### src/rtl/serial_add_ctrl.sv
`default_nettype none
// ============================================================================
//  Module   : serial_add_ctrl
//  Brief    : Bit-serial adder/subtractor, one 1-bit full-adder cell, LSB first.
//  Revision : 1.0  initial release
// ============================================================================

module serial_add_ctrl #(
  parameter int WIDTH = 8
) (
  input  logic             clk,
  input  logic             rst_n,
  input  logic             start,
  input  logic             sub,
  input  logic [WIDTH-1:0] a,
  input  logic [WIDTH-1:0] b,
  input  logic             cin,
  output logic             busy,
  output logic             done,
  output logic [WIDTH-1:0] sum,
  output logic             cout,
  output logic             ovf
);

  if (WIDTH < 2 || WIDTH > 32) begin : g_width_check
    $error("serial_add_ctrl: WIDTH must be in 2..32");
  end

  localparam int             CW     = $clog2(WIDTH);
  localparam logic [CW-1:0]  C_LAST = CW'(WIDTH - 1);

  typedef enum logic [1:0] {
    IDLE = 2'd0,
    RUN  = 2'd1,
    DONE = 2'd2
  } state_t;

  state_t           state_q;
  logic [WIDTH-1:0] a_q;
  logic [WIDTH-1:0] b_q;
  logic [WIDTH-2:0] res_q;
  logic             carry_q;
  logic [CW-1:0]    cnt_q;
  logic             busy_q;
  logic             done_q;
  logic [WIDTH-1:0] sum_q;
  logic             cout_q;
  logic             ovf_q;

  // The single full-adder cell shared by every bit position.
  logic             w_fa_s;
  logic             w_fa_c;
  logic [WIDTH-1:0] w_res_cat;

  assign w_fa_s    = a_q[0] ^ b_q[0] ^ carry_q;
  assign w_fa_c    = (a_q[0] & b_q[0]) | ((a_q[0] ^ b_q[0]) & carry_q);
  assign w_res_cat = {w_fa_s, res_q};

  always_ff @(posedge clk) begin
    if (!rst_n) begin
      state_q <= IDLE;
      a_q     <= '0;
      b_q     <= '0;
      res_q   <= '0;
      carry_q <= 1'b0;
      cnt_q   <= '0;
      busy_q  <= 1'b0;
      done_q  <= 1'b0;
      sum_q   <= '0;
      cout_q  <= 1'b0;
      ovf_q   <= 1'b0;
    end else begin
      case (state_q)
        IDLE: begin
          if (start) begin
            a_q     <= a;
            b_q     <= sub ? ~b : b;
            carry_q <= sub ? 1'b1 : cin;
            cnt_q   <= '0;
            busy_q  <= 1'b1;
            state_q <= RUN;
          end
        end
        RUN: begin
          a_q     <= a_q >> 1;
          b_q     <= b_q >> 1;
          res_q   <= w_res_cat[WIDTH-1:1];
          carry_q <= w_fa_c;
          cnt_q   <= cnt_q + CW'(1);
          // carry_q still holds the carry into the MSB on the last bit.
          if (cnt_q == C_LAST) begin
            sum_q   <= w_res_cat;
            cout_q  <= w_fa_c;
            ovf_q   <= w_fa_c ^ carry_q;
            busy_q  <= 1'b0;
            done_q  <= 1'b1;
            state_q <= DONE;
          end
        end
        DONE: begin
          done_q  <= 1'b0;
          state_q <= IDLE;
        end
        default: begin
          busy_q  <= 1'b0;
          done_q  <= 1'b0;
          state_q <= IDLE;
        end
      endcase
    end
  end

  assign busy = busy_q;
  assign done = done_q;
  assign sum  = sum_q;
  assign cout = cout_q;
  assign ovf  = ovf_q;

endmodule

`default_nettype wire

### config.mk
export PLATFORM = sky130hd
export DESIGN_NAME = serial_add_ctrl
export DESIGN_NICKNAME = d
export VERILOG_FILES = /design/src/rtl/serial_add_ctrl.sv
export SDC_FILE = /design/constraint.sdc
export NUM_CORES = 1
export LEC_CHECK = 0
export BUFFER_PORTS_ARGS = -buffer_cell sky130_fd_sc_hd__buf_2
export CAP_MARGIN = 30
export CELL_PAD_IN_SITES_DETAIL_PLACEMENT = 1
export CELL_PAD_IN_SITES_GLOBAL_PLACEMENT = 1
export CORE_MARGIN = 2
export CORE_UTILIZATION = 35
export DETAILED_ROUTE_END_ITERATION = 12
export GPL_TIMING_DRIVEN = 0
export PLACE_DENSITY = 0.76
export SLEW_MARGIN = 20
export SYNTH_ARGS = -nofsm -noshare
export SYNTH_HDL_FRONTEND = slang
export SYNTH_SLANG_ARGS = --single-unit
export TNS_END_PERCENT = 30
### constraint.sdc
create_clock -name clk -period 3.75 [get_ports clk]
set_input_delay 0.75 -clock clk [delete_from_list [all_inputs] [get_ports clk]]
set_output_delay 0.75 -clock clk [all_outputs]
set_load 0.03 [all_outputs]
==> impl_metrics.py <==
metrics = {
    "detailed_routing": {
        "drtIter0Drc": 37,
        "via_count": 1502,
        "viasPerCell": 4.85,
        "route.detailed.drc": 0,
        "wirelength_mm": 3.99,
        "antenna_left": 0,
        "drt-pass1-iter-count": 4,
        "wire_per_inst_microns": 12.9,
    },
    "cts": {
        "cts.sinks": 41,
        "cts-htree-levels": 2,
        "numCtsBuffers": 5,
        "cts_tree": "yes",
        "clock_insertion_delay_worst_skew_ps": 290,
        "clock_path_buffers": 2,
        "post_cts_resized": 0,
        "clk_pin_slew_ps": 80,
        "root_buffer": "clkbuf_8",
        "ctsHoldBuffers": 0,
        "cts_setup_buffers": 0,
    },
    "setup_path": {
        "ff2ff_setup_slack_ps": 2320,
        "crit_path_cell_trace": "buf_2",
        "cp.required_ps": 3000,
        "r2r-start": "cnt_q[0]",
        "ff2ff_path_depth": 6,
        "crit_type": "reg2out",
        "critPathBufInv": 1,
        "slowest_stage": "dfxtp_1",
        "startpoint_type": "flop",
        "worstPathArrival_ps": 860,
        "max_stage_delay_ps": 360,
        "r2r-end": "cout",
        "cpLargestDelayFamily": "flip-flops",
        "crit_fanout": 3,
        "crit_path_end_kind": "primary output",
        "startpoint": "busy",
    },
    "synth": {
        "yosysTopAreaCellShare_pct": 45.9,
        "synth_top_area_cell": "dfxtp_1",
        "synth_top_family_by_area": "compound AO/OA/AOI/OAI gates",
        "synth.distinct_cells": 33,
        "ys_seq_area_share_pct": 45.9,
        "synth-compound-area-share_pct": 22.6,
        "synth.area.top_cells": "dfxtp_1 46%, nand2_1 8.8%, a21oi_1 7.0%",
        "ys_top_cells_by_count": "42 x nand2_1, 41 x dfxtp_1, 25 x a21oi_1",
        "syn_avg_cell_area_sq_um": 8.81,
        "async_reset_ff_share_pct": 0,
        "syn_nets": 227,
        "ys_warn_count": 0,
        "synth_simple_gate_area_share_pct": 18.1,
        "yosysMostFrequentCell": "nand2_1",
        "syn_area_sq_um": 1790,
        "synthAdderAreaFrac_pct": 2.52,
        "synth_top_flop_cell": "dfxtp_1",
        "ys_seq_elements": 41,
        "synthMuxAreaShare_pct": 0.630,
        "synthCells": 203,
        "synth_enable_flop_cells": 0,
        "synthXorXnorAreaFrac_pct": 4.41,
    },
    "sta": {
        "rsz0062_at_grt": "false",
        "finClkSkew_ps": 4.90,
        "fin_setup_tns_ps": 0,
        "slew_violations": 0,
        "setup_viol": 0,
        "finalCritPeriodShare_pct": 43.0,
        "max-slew-margin-rel_pct": 65.8,
        "fin_ws_ps": 2140,
        "fin_crit_ps": 1610,
        "hold_viol_final": 0,
        "fmax_mhz": 620,
        "tightest_slew_ps": 513,
    },
    "final_layout": {
        "num_antenna_cells": 0,
        "drive_gt1_share_pct": 25.8,
        "fin_area_sq_um": 2130,
        "fin_nets": 264,
        "n_fill_cell": 622,
        "syn_to_final_growth_pct": 19.1,
    },
    "floorplanning": {
        "ios": 33,
        "placementRows": 26,
        "die_w_microns": 75.5,
        "start_util_pct": 35.7,
        "die_area_sq_um": 5700,
        "die_y_microns": 75.5,
        "coreArea_sq_um": 5010,
    },
    "power_and_ir_drop": {
        "power.density_nw_per_um2": 428,
        "ir_drop_mv": 0.164,
        "leakage_nw": 0.866,
    },
    "place": {
        "gp_congestion": 0.738,
        "place.port_buffers": 30,
        "place_worst_setup_slack_ps": 1950,
        "placed_area_sq_um": 2030,
        "dpl.hpwl_mm": 2.89,
    },
    "global_route": {
        "grt_max_degree": 13,
        "grt_pass1_wl_mm": 7.02,
        "grt_pass1_vias": 1497,
        "antenna_found_initial": 0,
        "grt_usage_pct": 16.0,
        "overflow": 0,
    },
    "min_path": {
        "hp-class": "reg2reg",
        "min_path_cells": 2,
        "whs_endpoint": "sum[6]",
        "min_from": "sum[6]",
    },
    "job": {
        "max_cap_violations": 0,
    },
    "run_status": {
        "outcome": "completed",
    },
}
## where the power goes
| group | leakage [nW] | switching [W] | internal [W] |
|---|---|---|---|
| Clock | 0.0540 | 0.000151 | 0.000194 |
| Combinational | 0.477 | 0.0000537 | 0.0000460 |
| Sequential | 0.335 | 0.0000136 | 0.000454 |
## how the worst max path moves through the flow
stage / slack, ps / end / cells past startpoint
floorplan: 2260 / cnt_q[1] / 4
global placement: 1960 / cnt_q[1] / 4
detailed placement: 1950 / cnt_q[2] / 4
CTS: 2130 / busy / 1
global route: 2080 / busy / 1
finish: 2140 / busy / 1
## final cells by class
cell class                 instances  area [sq um]  area share, %
multi-input combinational        145           863           40.5
sequential                        41           821           38.5
timing repair buffer              30           150           7.05
buffer                            15          96.3           4.52
tap                               70          87.6           4.11
clock buffer                       5          68.8           3.23
clock inverter                     2          35.0           1.65
inverter                           2          7.51          0.353
## sequential cells by signal, summed over array words and instances, names as in the netlist
name,count
cnt_q,3
cout,1
busy,1
sum,8
a_q,8
state_q,2
res_q,7
carry_q,1
ovf,1
done,1
b_q,8
## cells by family (layout without fill, tap and decap cells)
family	after synthesis	count (layout)
compound gates	59	59
simple gates	73	73
mux	1	1
fa+ha+maj	3	3
flops	41	41
xor+xnor	9	9
buf+inv	17	54
## per-stage QoR
stage / std cells / power [W] / utilization [%] / hold WS (ps)
CTS: 310 / 0.000922 / 42.5 / 460
floorplan: 203 / 0.000547 / - / 432
global route: 310 / 0.000961 / 42.5 / 487
global placement: 303 / 0.000575 / 40.4 / 439
detailed placement: 303 / 0.000579 / 40.4 / 449
finish: 310 / 0.000912 / 42.5 / 455
## placed cells by master (no fill, tap or decap), types with 2 or more instances in the layout
| cell type | synthesis | routed |
|---|---|---|
| nor2_1 | 14 | 14 |
| buf_1 | 2 | 2 |
| nand2b_1 | 2 | 2 |
| a21oi_1 | 25 | 25 |
| ha_1 | 2 | 2 |
| o21ai_0 | 9 | 9 |
| nor2b_1 | 7 | 7 |
| and2b_1 | 2 | 2 |
| nand2_1 | 42 | 42 |
| o221a_2 | 7 | 7 |
| dfxtp_1 | 41 | 41 |
| xor2_1 | 8 | 8 |
| a211oi_2 | 2 | 2 |
| clkbuf_8 | 0 | 5 |
| buf_2 | 4 | 34 |
| buf_4 | 7 | 7 |
| inv_1 | 2 | 2 |
| a22oi_1 | 11 | 11 |
## metal layers
metal	vias up	track usage (%)	part of all wire, %
li1	767	-	-
met1	706	20.3	48
met2	24	26.7	47
met3	5	3.97	3.1
met4	0	5.26	1.5
met5	-	0	0
## worst reg2reg max path, stage by stage, from the launching register on
cell	delay (ps)
dfxtp_1	340
ha_1	210
ha_1	230
and3b_1	190
buf_4	170
nand2_1	90
a21oi_1	60
Note: power is estimated with default switching activity, not from simulation.
